## src/rtl/playseq_gravador_sequencia_if.sv

```systemverilog
// Bundle of the recorder's control, button, read-port and status signals.
// The master drives the controls; the recorder is the slave.
interface playseq_gravador_sequencia_if;
  logic       iniciar;
  logic       concluir;
  logic [3:0] botoes;
  logic [3:0] endereco_leitura;
  logic [3:0] dado_leitura;
  logic [3:0] tamanho;
  logic       pronto;
  logic       gravando;
  logic       erro;
  logic [3:0] db_estado;

  modport master (
    output iniciar, concluir, botoes, endereco_leitura,
    input  dado_leitura, tamanho, pronto, gravando, erro, db_estado
  );

  modport slave (
    input  iniciar, concluir, botoes, endereco_leitura,
    output dado_leitura, tamanho, pronto, gravando, erro, db_estado
  );
endinterface

```

## src/rtl/playseq_gravador_sequencia.sv

```systemverilog
// Records up to 16 one-hot button plays into a 16x4 memory, closing on request,
// on the 16th play or after TIMEOUT idle cycles; memory is readable at any time.
module playseq_gravador_sequencia #(
  parameter int TIMEOUT = 5000
) (
  input  logic                          clock,
  input  logic                          reset,
  playseq_gravador_sequencia_if.slave   bus
);

  localparam int TW = (TIMEOUT > 2) ? $clog2(TIMEOUT) : 1;

  typedef enum logic [3:0] {
    OCIOSO        = 4'd0,
    ESPERA_JOGADA = 4'd1,
    REGISTRA      = 4'd2,
    ESPERA_SOLTAR = 4'd3,
    FINALIZADO    = 4'd4
  } state_t;

  state_t      r_state;
  logic [3:0]  r_endereco_escrita;
  logic [3:0]  r_tamanho;
  logic [3:0]  r_capturado;
  logic [TW-1:0] r_timeout;
  logic        r_prev_any;
  logic        r_pronto;
  logic        r_gravando;
  logic        r_erro;
  logic [3:0]  r_db_estado;
  logic [3:0]  r_mem [16];
  logic [3:0]  r_dado_leitura;

  logic w_press;
  logic w_onehot;
  logic w_timeout_hit;
  logic w_write;

  assign w_press       = ~r_prev_any & (|bus.botoes);
  assign w_onehot      = (bus.botoes & (bus.botoes - 4'd1)) == 4'd0;
  assign w_timeout_hit = r_timeout == TW'(TIMEOUT - 1);
  // iniciar takes priority over the pending write of REGISTRA.
  assign w_write       = (r_state == REGISTRA) && !bus.iniciar;

  // NOTE: all sequential state uses non-blocking assignments so every register
  // sees pre-edge values, independent of statement order.
  always_ff @(posedge clock or posedge reset) begin
    if (reset) begin
      r_state            <= OCIOSO;
      r_endereco_escrita <= '0;
      r_tamanho          <= '0;
      r_capturado        <= '0;
      r_timeout          <= '0;
      r_prev_any         <= 1'b0;
      r_pronto           <= 1'b0;
      r_gravando         <= 1'b0;
      r_erro             <= 1'b0;
      r_db_estado        <= OCIOSO;
    end else begin
      r_prev_any <= |bus.botoes;
      r_erro     <= 1'b0;
      if (bus.iniciar) begin
        r_state            <= ESPERA_JOGADA;
        r_db_estado        <= ESPERA_JOGADA;
        r_endereco_escrita <= '0;
        r_tamanho          <= '0;
        r_timeout          <= '0;
        r_pronto           <= 1'b0;
        r_gravando         <= 1'b1;
      end else begin
        unique case (r_state)
          ESPERA_JOGADA: begin
            if (w_press) begin
              r_capturado <= bus.botoes;
              r_timeout   <= '0;
              if (w_onehot) begin
                r_state     <= REGISTRA;
                r_db_estado <= REGISTRA;
              end else begin
                r_erro      <= 1'b1;
                r_state     <= ESPERA_SOLTAR;
                r_db_estado <= ESPERA_SOLTAR;
              end
            end else if (bus.concluir || w_timeout_hit) begin
              r_timeout  <= '0;
              r_gravando <= 1'b0;
              if (r_endereco_escrita != 4'd0) begin
                r_state     <= FINALIZADO;
                r_db_estado <= FINALIZADO;
                r_pronto    <= 1'b1;
              end else begin
                r_erro      <= 1'b1;
                r_state     <= OCIOSO;
                r_db_estado <= OCIOSO;
              end
            end else begin
              r_timeout <= r_timeout + TW'(1);
            end
          end
          REGISTRA: begin
            r_tamanho          <= r_endereco_escrita;
            r_endereco_escrita <= r_endereco_escrita + 4'd1;
            r_timeout          <= '0;
            if (r_endereco_escrita == 4'd15) begin
              r_state     <= FINALIZADO;
              r_db_estado <= FINALIZADO;
              r_pronto    <= 1'b1;
              r_gravando  <= 1'b0;
            end else begin
              r_state     <= ESPERA_SOLTAR;
              r_db_estado <= ESPERA_SOLTAR;
            end
          end
          ESPERA_SOLTAR: begin
            r_timeout <= '0;
            if (bus.botoes == 4'd0) begin
              r_state     <= ESPERA_JOGADA;
              r_db_estado <= ESPERA_JOGADA;
            end
          end
          OCIOSO, FINALIZADO: ;
          default: begin
            r_state     <= OCIOSO;
            r_db_estado <= OCIOSO;
            r_gravando  <= 1'b0;
            r_pronto    <= 1'b0;
          end
        endcase
      end
    end
  end

  // NOTE: the memory is cleared by reset, so it is built from flops rather
  // than a RAM macro; the read register returns the pre-write word on collision.
  always_ff @(posedge clock or posedge reset) begin
    if (reset) begin
      for (int i = 0; i < 16; i++) r_mem[i] <= '0;
      r_dado_leitura <= '0;
    end else begin
      r_dado_leitura <= r_mem[bus.endereco_leitura];
      if (w_write) r_mem[r_endereco_escrita] <= r_capturado;
    end
  end

  assign bus.dado_leitura = r_dado_leitura;
  assign bus.tamanho      = r_tamanho;
  assign bus.pronto       = r_pronto;
  assign bus.gravando     = r_gravando;
  assign bus.erro         = r_erro;
  assign bus.db_estado    = r_db_estado;

endmodule

```

## src/flat_wrapper.sv

```systemverilog
// flat-port wrapper written by rule: the top's interface ports become plain ports
module playseq_gravador_sequencia_flat 
#(
  parameter int TIMEOUT = 5000
)
  (clock, reset, bus_iniciar, bus_concluir, bus_botoes, bus_endereco_leitura, bus_dado_leitura, bus_tamanho, bus_pronto, bus_gravando, bus_erro, bus_db_estado);
  playseq_gravador_sequencia_if bus_i ();
  input  logic clock;
  input  logic reset;
  input wire logic [$bits(bus_i.iniciar)-1:0] bus_iniciar;
  input wire logic [$bits(bus_i.concluir)-1:0] bus_concluir;
  input wire logic [$bits(bus_i.botoes)-1:0] bus_botoes;
  input wire logic [$bits(bus_i.endereco_leitura)-1:0] bus_endereco_leitura;
  output wire logic [$bits(bus_i.dado_leitura)-1:0] bus_dado_leitura;
  output wire logic [$bits(bus_i.tamanho)-1:0] bus_tamanho;
  output wire logic [$bits(bus_i.pronto)-1:0] bus_pronto;
  output wire logic [$bits(bus_i.gravando)-1:0] bus_gravando;
  output wire logic [$bits(bus_i.erro)-1:0] bus_erro;
  output wire logic [$bits(bus_i.db_estado)-1:0] bus_db_estado;
  assign bus_i.iniciar = bus_iniciar;
  assign bus_i.concluir = bus_concluir;
  assign bus_i.botoes = bus_botoes;
  assign bus_i.endereco_leitura = bus_endereco_leitura;
  assign bus_dado_leitura = bus_i.dado_leitura;
  assign bus_tamanho = bus_i.tamanho;
  assign bus_pronto = bus_i.pronto;
  assign bus_gravando = bus_i.gravando;
  assign bus_erro = bus_i.erro;
  assign bus_db_estado = bus_i.db_estado;
  playseq_gravador_sequencia #(.TIMEOUT(TIMEOUT)) u_core (.clock(clock), .reset(reset), .bus(bus_i));
endmodule
```

## config.mk

```make
export PLATFORM = sky130hd
export DESIGN_NAME = playseq_gravador_sequencia_flat
export DESIGN_NICKNAME = d
export VERILOG_FILES = /design/src/rtl/playseq_gravador_sequencia_if.sv /design/src/rtl/playseq_gravador_sequencia.sv /design/src/flat_wrapper.sv
export SDC_FILE = /design/constraint.sdc
export NUM_CORES = 1
export LEC_CHECK = 0
export CELL_PAD_IN_SITES_DETAIL_PLACEMENT = 1
export CELL_PAD_IN_SITES_GLOBAL_PLACEMENT = 1
export CORE_ASPECT_RATIO = 0.7
export CORE_MARGIN = 2
export CORE_UTILIZATION = 53
export DETAILED_ROUTE_END_ITERATION = 6
export GPL_TIMING_DRIVEN = 0
export PLACE_DENSITY = 0.84
export SKIP_LAST_GASP = 1
export SYNTH_ARGS = -nofsm -noshare
export SYNTH_HDL_FRONTEND = slang
export SYNTH_SLANG_ARGS = --single-unit
```

## constraint.sdc

```tcl
create_clock -name clock -period 4.8 [get_ports clock]
set_input_delay 0.96 -clock clock [delete_from_list [all_inputs] [get_ports clock]]
set_output_delay 0.96 -clock clock [all_outputs]
set_load 0.01 [all_outputs]
```

==> results.py <==
metrics = {
    "synthesis": {
        "synth_area_um2": 4790,
        "syn_inst": 366,
        "synth_edf_count": 0,
        "ys_ff_latch": 100,
        "ys_types": 50,
        "synth.avg_cell_area_um2": 13.1,
        "ys_warn_count": 0,
        "synth.yosys.seq_area_share": 0.523,
        "yosys_most_used_dff": "dfrtp_1",
        "synth_nets": 383,
        "async_reset_ff_frac": 1.00,
    },
    "power_and_ir_drop": {
        "powerDensity_nw_per_um2": 377,
        "p_leak_nw": 2.46,
        "vdd_drop_max_uv": 214,
        "finalPower_mw": 2.07,
    },
    "route": {
        "dr_total_vias": 3215,
        "ant_nets": 0,
        "drc_errors": 0,
        "avgViaCountPerCell": 6.12,
        "drt-wirelength-per-cell_um": 23.7,
        "drtPass1Iterations": 5,
        "drtIter0Drc": 246,
        "routed_wl_um": 12400,
    },
    "run_status": {
        "status": "finished clean",
    },
    "grt": {
        "grt_max_degree": 75,
        "grt_pass1_vias": 3576,
        "grt_pass1_wl_um": 20400,
        "top_usage_layer": "met2",
        "track_usage": 0.273,
        "antenna_found_initial": 0,
        "met2_usage": 0.435,
        "grt_util_met1": 0.386,
        "grtUsageMet3": 0.0574,
        "grt_overflow": 0,
    },
    "sta": {
        "finalSetupViolations": 0,
        "final.min_clock_period_ns": 3.03,
        "finalHoldWorstSlack_ns": 0.478,
        "hold_viol_final": 0,
        "finalCritPeriodShare": 0.630,
        "tns_ns": 0,
        "fin_skew_ns": 0.00544,
        "drv_slew": 0,
        "tightest_slew_ns": 0.825,
        "relSlewSlack": 0.450,
        "fmax_ghz": 0.331,
        "rsz0062_at_grt": "false",
    },
    "clock_tree": {
        "postCtsSetupRepairBufs": 0,
        "cts_tree": "yes",
        "clockBufferDepth": 2,
        "htree_levels": 3,
        "cts_hold_buf": 0,
        "ctsRootBufferMaster": "clkbuf_16",
        "clk_pin_slew_ns": 0.07,
        "ctsResizeCount": 0,
        "cts_sinks": 100,
        "insertion_delay_ns": 0.34,
        "numCtsBuffers": 9,
    },
    "placement": {
        "dp.final_hpwl_um": 8290,
        "port_buffers": 22,
        "dp.cells": 509,
        "place.gp.congestion": 0.831,
    },
    "finish": {
        "finish.utilization": 0.637,
        "layout_common_cells": "dfrtp_1 (100), mux2_2 (68), nand2_1 (25)",
        "layout-drive-gt1-share": 0.284,
        "layout.cells.non_filler": 525,
        "syn2layout_area_growth_pct": 14.7,
        "nets": 417,
        "diodes": 0,
        "final_common_cell": "dfrtp_1",
        "num-fill-cells": 857,
    },
    "critical_path": {
        "r2r_start": "u_core.r_timeout[0]",
        "reg2regPathDepth": 7,
        "critPathKind": "in2reg",
        "crit_arrival_ns": 3.28,
        "ff2ff_setup_slack_ns": 2.46,
        "worst_setup_path_end_kind": "register",
        "start_kind": "primary input",
        "timing.rr.end": "u_core.r_timeout[10]",
        "cp.required_ns": 5.06,
        "path_max_fanout": 10,
    },
    "worst_hold_path": {
        "hold-path-endpoint": "u_core.bus.pronto",
        "hp-start": "u_core.bus.pronto",
        "hold_class": "reg2reg",
        "holdPathStages": 2,
    },
    "die": {
        "initial_core_util": 0.555,
        "dieArea_um2": 9820,
        "core_um2": 8620,
        "die_height_um": 83.5,
        "rows": 28,
        "die_x_um": 118,
        "io_pins": 27,
    },
    "job": {
        "maxCapViolCount": 0,
    },
}
-- per-stage QoR --
step / area [um2] / setup WS [ns]
detailed placement: 5190 / 1.50
finish: 5490 / 1.77
global placement: 5160 / -0.248
floorplan: 4790 / 1.22
global route: 5490 / 1.56
CTS: 5490 / 1.79
-- worst max-delay path by stage --
stage | from | end | slack [ns] | cells past startpoint
floorplan | reset | u_core.bus.dado_leitura[0] | 1.22 | 1
global placement | reset | u_core.r_timeout[7] | -0.25 | 2
detailed placement | bus_botoes[1] | u_core.r_timeout[0] | 1.50 | 6
CTS | bus_botoes[1] | u_core.r_timeout[3] | 1.79 | 7
global route | bus_botoes[1] | u_core.r_timeout[3] | 1.56 | 7
finish | bus_botoes[1] | u_core.r_timeout[3] | 1.77 | 7
-- cells in the mapped netlist (8+ instances only) --
library cell	instances	share of area
clkbuf_1	10	0.0078
inv_1	11	0.0086
nor2_1	14	0.011
o21ai_0	8	0.0084
dfrtp_1	100	0.52
mux4_2	20	0.094
nand3_1	13	0.014
a31oi_1	11	0.014
mux2_2	68	0.16
nand2_1	25	0.020
-- final cells by class --
class / count / area, um2 / area share
tap: 120 / 150 / 0.0273
clock buffer: 12 / 256 / 0.0467
multi-input combinational: 236 / 2150 / 0.392
buffer: 19 / 87.6 / 0.0160
sequential: 100 / 2500 / 0.456
timing repair buffer: 23 / 248 / 0.0451
inverter: 11 / 43.8 / 0.00798
clock inverter: 4 / 47.5 / 0.00866
-- report_power, final --
group	switching [mW]	internal (mW)
clock network	0.305	0.431
logic	0.206	0.151
registers	0.0801	0.897
total	0.591	1.48
-- metal layers --
| layer | vias to the layer above | wire, um |
|---|---|---|
| met5 | - | 0 |
| met4 | 0 | 208 |
| met3 | 18 | 513 |
| met2 | 81 | 5890 |
| met1 | 1695 | 5830 |
| li1 | 1421 | - |
-- state kept, by name, indices dropped and copies added, names as in the netlist --
name / count
u_core.bus.dado_leitura: 4
u_core.bus.erro: 1
u_core.bus.gravando: 1
u_core.bus.pronto: 1
u_core.bus.tamanho: 4
u_core.r_capturado: 4
u_core.r_endereco_escrita: 4
u_core.r_mem: 64
u_core.r_prev_any: 1
u_core.r_state: 3
u_core.r_timeout: 13
-- critical path, cell delays in order --
cell and delay [ns]:
clkdlybuf4s50_1 0.48, nor4_1 0.52, inv_1 0.26, a211oi_4 0.50, buf_6 0.21, a31oi_1 0.13
o22ai_1 0.21
-- kinds of logic after synthesis --
logic type      share of synthesized area
fa+ha+maj                          0.0152
flops                               0.523
mux                                 0.265
xor+xnor                           0.0128
compound gates                     0.0588
other cells                      0.000784
simple gates                       0.0980
buf+inv                            0.0269
No activity file was read; power rests on OpenSTA's default activity.
